$ cat config.mk
export PLATFORM = sky130hd
export DESIGN_NAME = register_write_arbiter_flat
export DESIGN_NICKNAME = d
export VERILOG_FILES = /design/src/rtl/register_write_arbiter_if.sv /design/src/rtl/register_write_arbiter.sv /design/src/flat_wrapper.sv
export SDC_FILE = /design/constraint.sdc
export NUM_CORES = 1
export LEC_CHECK = 0
export BUFFER_PORTS_ARGS = -buffer_cell sky130_fd_sc_hd__buf_2
export CORE_ASPECT_RATIO = 1.1
export CORE_MARGIN = 5
export CORE_UTILIZATION = 35
export CTS_BUF_LIST = sky130_fd_sc_hd__clkbuf_8
export CTS_CLUSTER_DIAMETER = 150
export DETAILED_ROUTE_END_ITERATION = 6
export PLACE_DENSITY_LB_ADDON = 0.15
export SYNTH_ARGS = -nofsm -noshare
export SYNTH_HDL_FRONTEND = slang
export SYNTH_SLANG_ARGS = --single-unit
$ cat constraint.sdc
create_clock -name clk -period 5.6 [get_ports clk]
set_input_delay 1.12 -clock clk [delete_from_list [all_inputs] [get_ports clk]]
set_output_delay 1.12 -clock clk [all_outputs]
set_load 0.1 [all_outputs]
$ cat src/rtl/register_write_arbiter_if.sv
// Write-port bundle between NUM_REQ producers and the shared register arbiter.
// The master side drives requests/data; the slave side returns grants and register state.
interface register_write_arbiter_if #(
    parameter int unsigned WIDTH   = 32,
    parameter int unsigned NUM_REQ = 4
);
    localparam int unsigned IDX_W = (NUM_REQ > 1) ? $clog2(NUM_REQ) : 1;

    logic [NUM_REQ-1:0]       req;
    logic [NUM_REQ*WIDTH-1:0] wdata;
    logic [NUM_REQ-1:0]       gnt;
    logic [WIDTH-1:0]         out;
    logic [IDX_W-1:0]         owner;
    logic                     wr_pulse;
    logic                     busy;

    modport master (
        output req, wdata,
        input  gnt, out, owner, wr_pulse, busy
    );

    modport slave (
        input  req, wdata,
        output gnt, out, owner, wr_pulse, busy
    );
endinterface

$ cat src/rtl/register_write_arbiter.sv
// Round-robin arbiter loading one shared register from NUM_REQ write ports,
// with an optional quiet window of MIN_GAP cycles after every write.
module register_write_arbiter #(
    parameter int unsigned      WIDTH       = 32,
    parameter int unsigned      NUM_REQ     = 4,
    parameter int unsigned      MIN_GAP     = 0,
    parameter logic [WIDTH-1:0] RESET_VALUE = '0
) (
    input  logic                    clk,
    input  logic                    rst,
    register_write_arbiter_if.slave bus
);

    localparam int unsigned IDX_W = (NUM_REQ > 1) ? $clog2(NUM_REQ) : 1;
    localparam int unsigned GAP_W = (MIN_GAP > 1) ? $clog2(MIN_GAP) : 1;
    localparam logic [GAP_W-1:0] GAP_LOAD = (MIN_GAP != 0) ? GAP_W'(MIN_GAP - 1) : '0;
    localparam logic [IDX_W-1:0] LAST_IDX = IDX_W'(NUM_REQ - 1);

    typedef enum logic [0:0] {
        IDLE = 1'b0,
        GAP  = 1'b1
    } state_t;

    state_t           state;
    state_t           state_nxt;
    logic [GAP_W-1:0] gap_cnt;
    logic [GAP_W-1:0] gap_cnt_nxt;

    logic [IDX_W-1:0] ptr;
    logic [IDX_W-1:0] ptr_nxt;
    logic [IDX_W-1:0] cand;
    logic [IDX_W-1:0] win_idx;
    logic             win_vld;
    logic [NUM_REQ-1:0] gnt_c;

    logic [WIDTH-1:0] out_q;
    logic [IDX_W-1:0] owner_q;
    logic             wr_pulse_q;

    logic [WIDTH-1:0] lane [NUM_REQ];

    // Unpack the flat write-data bus into per-requester lanes.
    for (genvar g = 0; g < NUM_REQ; g++) begin : g_lane
        assign lane[g] = bus.wdata[g*WIDTH +: WIDTH];
    end

    // Rotating priority search starting at ptr; only req and registered state feed the grant.
    always_comb begin
        gnt_c   = '0;
        win_idx = '0;
        win_vld = 1'b0;
        cand    = '0;
        if (!rst && state == IDLE) begin
            for (int unsigned k = 0; k < NUM_REQ; k++) begin
                cand = IDX_W'((32'(ptr) + k) % NUM_REQ);
                if (!win_vld && bus.req[cand]) begin
                    win_vld = 1'b1;
                    win_idx = cand;
                end
            end
            gnt_c[win_idx] = win_vld;
        end
    end

    assign ptr_nxt = (win_idx == LAST_IDX) ? '0 : win_idx + IDX_W'(1);

    // Next-state: a write opens the quiet window; the counter drains it back to IDLE.
    always_comb begin
        state_nxt   = state;
        gap_cnt_nxt = gap_cnt;
        unique case (state)
            IDLE: begin
                if (win_vld && MIN_GAP != 0) begin
                    state_nxt   = GAP;
                    gap_cnt_nxt = GAP_LOAD;
                end
            end
            GAP: begin
                if (gap_cnt == '0) begin
                    state_nxt = IDLE;
                end else begin
                    gap_cnt_nxt = gap_cnt - GAP_W'(1);
                end
            end
            default: begin
                state_nxt   = IDLE;
                gap_cnt_nxt = '0;
            end
        endcase
    end

    always_ff @(posedge clk or posedge rst) begin
        if (rst) begin
            state   <= IDLE;
            gap_cnt <= '0;
        end else begin
            state   <= state_nxt;
            gap_cnt <= gap_cnt_nxt;
        end
    end

    // Shared register, last writer and rotation pointer advance only on a write edge.
    always_ff @(posedge clk or posedge rst) begin
        if (rst) begin
            out_q      <= RESET_VALUE;
            owner_q    <= '0;
            wr_pulse_q <= 1'b0;
            ptr        <= '0;
        end else begin
            wr_pulse_q <= win_vld;
            if (win_vld) begin
                out_q   <= lane[win_idx];
                owner_q <= win_idx;
                ptr     <= ptr_nxt;
            end
        end
    end

    assign bus.gnt      = gnt_c;
    assign bus.out      = out_q;
    assign bus.owner    = owner_q;
    assign bus.wr_pulse = wr_pulse_q;
    assign bus.busy     = (state == GAP);

endmodule

$ cat src/flat_wrapper.sv
// flat-port wrapper written by rule: the top's interface ports become plain ports
module register_write_arbiter_flat 
#(
    parameter int unsigned      WIDTH       = 32,
    parameter int unsigned      NUM_REQ     = 4,
    parameter int unsigned      MIN_GAP     = 0,
    parameter logic [WIDTH-1:0] RESET_VALUE = '0
)
  (clk, rst, bus_req, bus_wdata, bus_gnt, bus_out, bus_owner, bus_wr_pulse, bus_busy);
  register_write_arbiter_if #(.WIDTH(WIDTH), .NUM_REQ(NUM_REQ)) bus_i ();
  input  logic clk;
  input  logic rst;
  input wire logic [$bits(bus_i.req)-1:0] bus_req;
  input wire logic [$bits(bus_i.wdata)-1:0] bus_wdata;
  output wire logic [$bits(bus_i.gnt)-1:0] bus_gnt;
  output wire logic [$bits(bus_i.out)-1:0] bus_out;
  output wire logic [$bits(bus_i.owner)-1:0] bus_owner;
  output wire logic [$bits(bus_i.wr_pulse)-1:0] bus_wr_pulse;
  output wire logic [$bits(bus_i.busy)-1:0] bus_busy;
  assign bus_i.req = bus_req;
  assign bus_i.wdata = bus_wdata;
  assign bus_gnt = bus_i.gnt;
  assign bus_out = bus_i.out;
  assign bus_owner = bus_i.owner;
  assign bus_wr_pulse = bus_i.wr_pulse;
  assign bus_busy = bus_i.busy;
  register_write_arbiter #(.WIDTH(WIDTH), .NUM_REQ(NUM_REQ), .MIN_GAP(MIN_GAP), .RESET_VALUE(RESET_VALUE)) u_core (.clk(clk), .rst(rst), .bus(bus_i));
endmodule
==> flow_metrics.env <==
export IMPL_synth_nets=435
export IMPL_grt_pass1_wl_um=15100
export IMPL_setup_violations=0
export IMPL_synth_edf_count=0
export IMPL_path_cells="buf_2, and3b_1, nor3_4, buf_4, nand2_8, nor3_1, buf_2"
export IMPL_grt_max_degree=67
export IMPL_diodes=0
export IMPL_io_pins=174
export IMPL_synth_async_reset_ratio=1.00
export IMPL_max_cap_violations=0
export IMPL_total_power_uw=2170
export IMPL_die_h_um=102
export IMPL_crit_reg2reg_launch="u_core.ptr[0]$_DFFE_PP0P_"
export IMPL_rsz0062_at_grt="no"
export IMPL_timing_hold_violations_final=0
export IMPL_cts_hold_buf=0
export IMPL_hold_class="reg2reg"
export IMPL_critPathMaxFanout=66
export IMPL_fin_crit_ns=4.24
export IMPL_dp_cells=549
export IMPL_slowest_delay_ns=0.53
export IMPL_cp_slowest_cell="buf_4"
export IMPL_drt_pass1_iter_count=4
export IMPL_die_area_um2=9500
export IMPL_ir_drop_mv=0.317
export IMPL_postCtsResizedCells=0
export IMPL_drc=0
export IMPL_max_slew_margin=0.485
export IMPL_antenna_left=0
export IMPL_crit_family="buffers and inverters"
export IMPL_via_count=3012
export IMPL_clock_path_buffers=2
export IMPL_yosysUniqueCellTypes=30
export IMPL_rows=33
export IMPL_final_layout_size_suffix_gt1_frac=0.427
export IMPL_grt_pass1_vias=3082
export IMPL_initial_core_util=0.358
export IMPL_h_tree_depth=2
export IMPL_cts_tree="done"
export IMPL_fin_skew_ns=0.00679
export IMPL_drt_iter0_markers=121
export IMPL_crit_path_end_kind="output pin"
export IMPL_fin_cells=557
export IMPL_whs_ns=0.509
export IMPL_nets=585
export IMPL_fin_tns_setup_ns=0
export IMPL_power_density_nw_per_um2=595
export IMPL_regArea_um2=926
export IMPL_ys_warn_count=0
export IMPL_via_per_inst=5.41
export IMPL_worstSetupPathType="in2out"
export IMPL_multi_input_area_um2=1570
export IMPL_clock_sinks=37
export IMPL_avgSynthCellArea_um2=8.89
export IMPL_fillers=742
export IMPL_dp_hpwl_um=6600
export IMPL_synth_area_um2=2680
export IMPL_synthToLayoutAreaGrowth_pct=36.4
export IMPL_crit_top_cell="buf_2"
export IMPL_antenna_found_initial=0
export IMPL_place_congestion=0.797
export IMPL_min_from="u_core.bus.owner[0]$_DFFE_PP0P_"
export IMPL_core_um2=7470
export IMPL_ys_ff_latch=37
export IMPL_cp_start_kind="input pin"
export IMPL_required_ns=4.48
export IMPL_cts_root_buf="clkbuf_8"
export IMPL_clk_pin_slew_ns=0.08
export IMPL_worstMarginPinSlew_ns=0.773
export IMPL_p_leak_uw=0.00191
export IMPL_port_buffers=172
export IMPL_wl_per_cell_um=17.2
export IMPL_synth_seq_area_share=0.346
export IMPL_wirelength_um=9600
export IMPL_overflow=0
export IMPL_post_cts_buffers=0
export IMPL_die_x_um=93.4
export IMPL_crit_path_start="bus_req[1]"
export IMPL_clock_fmax_mhz=236
export IMPL_synthCells=301
export IMPL_ys_flop_type="dfrtp_1"
export IMPL_min_period_over_period=0.757
export IMPL_clk_latency_ns=0.29
export IMPL_path_buf_inv=3
export IMPL_arrival_ns=3.12
export IMPL_numCtsBuffers=5
export IMPL_maxSlewViolCount=0
export IMPL_status="finished clean"
export IMPL_groute_usage_overall=0.199
==> final cells by class <==
type | instances | area share
clock buffer | 5 | 0.0189
clock inverter | 3 | 0.00377
inverter | 2 | 0.00206
multi-input combinational | 226 | 0.431
sequential | 37 | 0.254
tap | 105 | 0.0360
timing repair buffer | 179 | 0.254
==> path summary, 6_finish.rpt <==
| check | slack [ns] | cells after the start | to |
|---|---|---|---|
| setup / recovery | 1.36 | 7 | bus_gnt[3] |
| hold / removal | 0.51 | 2 | u_core.bus.owner[0]$_DFFE_PP0P_ |
| setup reg to reg | 3.03 | 7 | u_core.bus.out[22]$_DFFE_PP0P_ |
| hold reg to reg | 0.51 | 2 | u_core.bus.owner[0]$_DFFE_PP0P_ |
| max in group asynchronous | 3.94 | 3 | u_core.bus.out[28]$_DFFE_PP0P_ |
| min in group asynchronous | 1.31 | 3 | u_core.bus.wr_pulse$_DFF_PP0_ |
==> flip-flops by register name, indices dropped and copies added (netlist names) <==
name,count
u_core.bus.out,32
u_core.bus.owner,2
u_core.ptr,2
u_core.bus.wr_pulse,1
==> kinds of logic after synthesis <==
family | count (synthesis) | synth area share
other | 1 | 0.00140
and+or+nand+nor | 119 | 0.263
AOI/OAI and AO/OA | 104 | 0.307
DFF | 37 | 0.346
xor gates and xnor gates | 1 | 0.00327
muxes | 1 | 0.00374
buffers and inverters | 38 | 0.0757
==> synth_stat cells, types with 3 or more instances <==
cell type  number  share of area
dfrtp_1        37           0.35
a21oi_1        33          0.062
and2_1         33          0.077
and3_1         33          0.077
a211o_1        32           0.10
a221o_1        32           0.12
nand3_1        32          0.060
clkbuf_1       16          0.022
buf_2          12          0.022
nand2_1         8          0.011
buf_6           5          0.021
nor2_1          3         0.0042
o21ai_0         3         0.0056
==> report_power, final <==
group | switching, µW | internal [µW]
clock network | 97.2 | 84.5
registers | 62.2 | 375
logic | 1190 | 362
==> cells in the final DEF, fill, tap and decap left out, types with 3 or more instances in the layout <==
| cell | instances |
|---|---|
| a21oi_1 | 33 |
| o21ai_0 | 3 |
| nor2_1 | 3 |
| a221o_1 | 32 |
| nand3_1 | 32 |
| dfrtp_1 | 37 |
| and2_1 | 33 |
| a211o_1 | 32 |
| buf_4 | 7 |
| buf_2 | 171 |
| and3_1 | 33 |
| nand2_1 | 7 |
| clkbuf_8 | 5 |
==> worst reg2reg max path: cells and delay by family (launching register included) <==
family / cells / cell delay, ns
simple gates: 4 / 0.79
flops: 1 / 0.46
buf+inv: 2 / 0.80
compound gates: 1 / 0.41
==> per-layer routing <==
layer,wire length (µm),up-vias,GRT usage
met2,4770,126,0.348
met3,893,6,0.0542
met4,82,0,0.0485
met1,3860,1435,0.242
li1,-,1445,-
met5,0,-,0
==> through the flow <==
step | utilization | cell area, µm² | setup WS (ns)
finish | 0.488 | 3650 | 1.36
global route | 0.488 | 3650 | 1.23
CTS | 0.488 | 3650 | 1.37
detailed placement | 0.477 | 3570 | 1.37
global placement | 0.477 | 3570 | 1.37
floorplan | - | 2680 | 0.570
No activity file was read; power rests on OpenSTA's default activity.
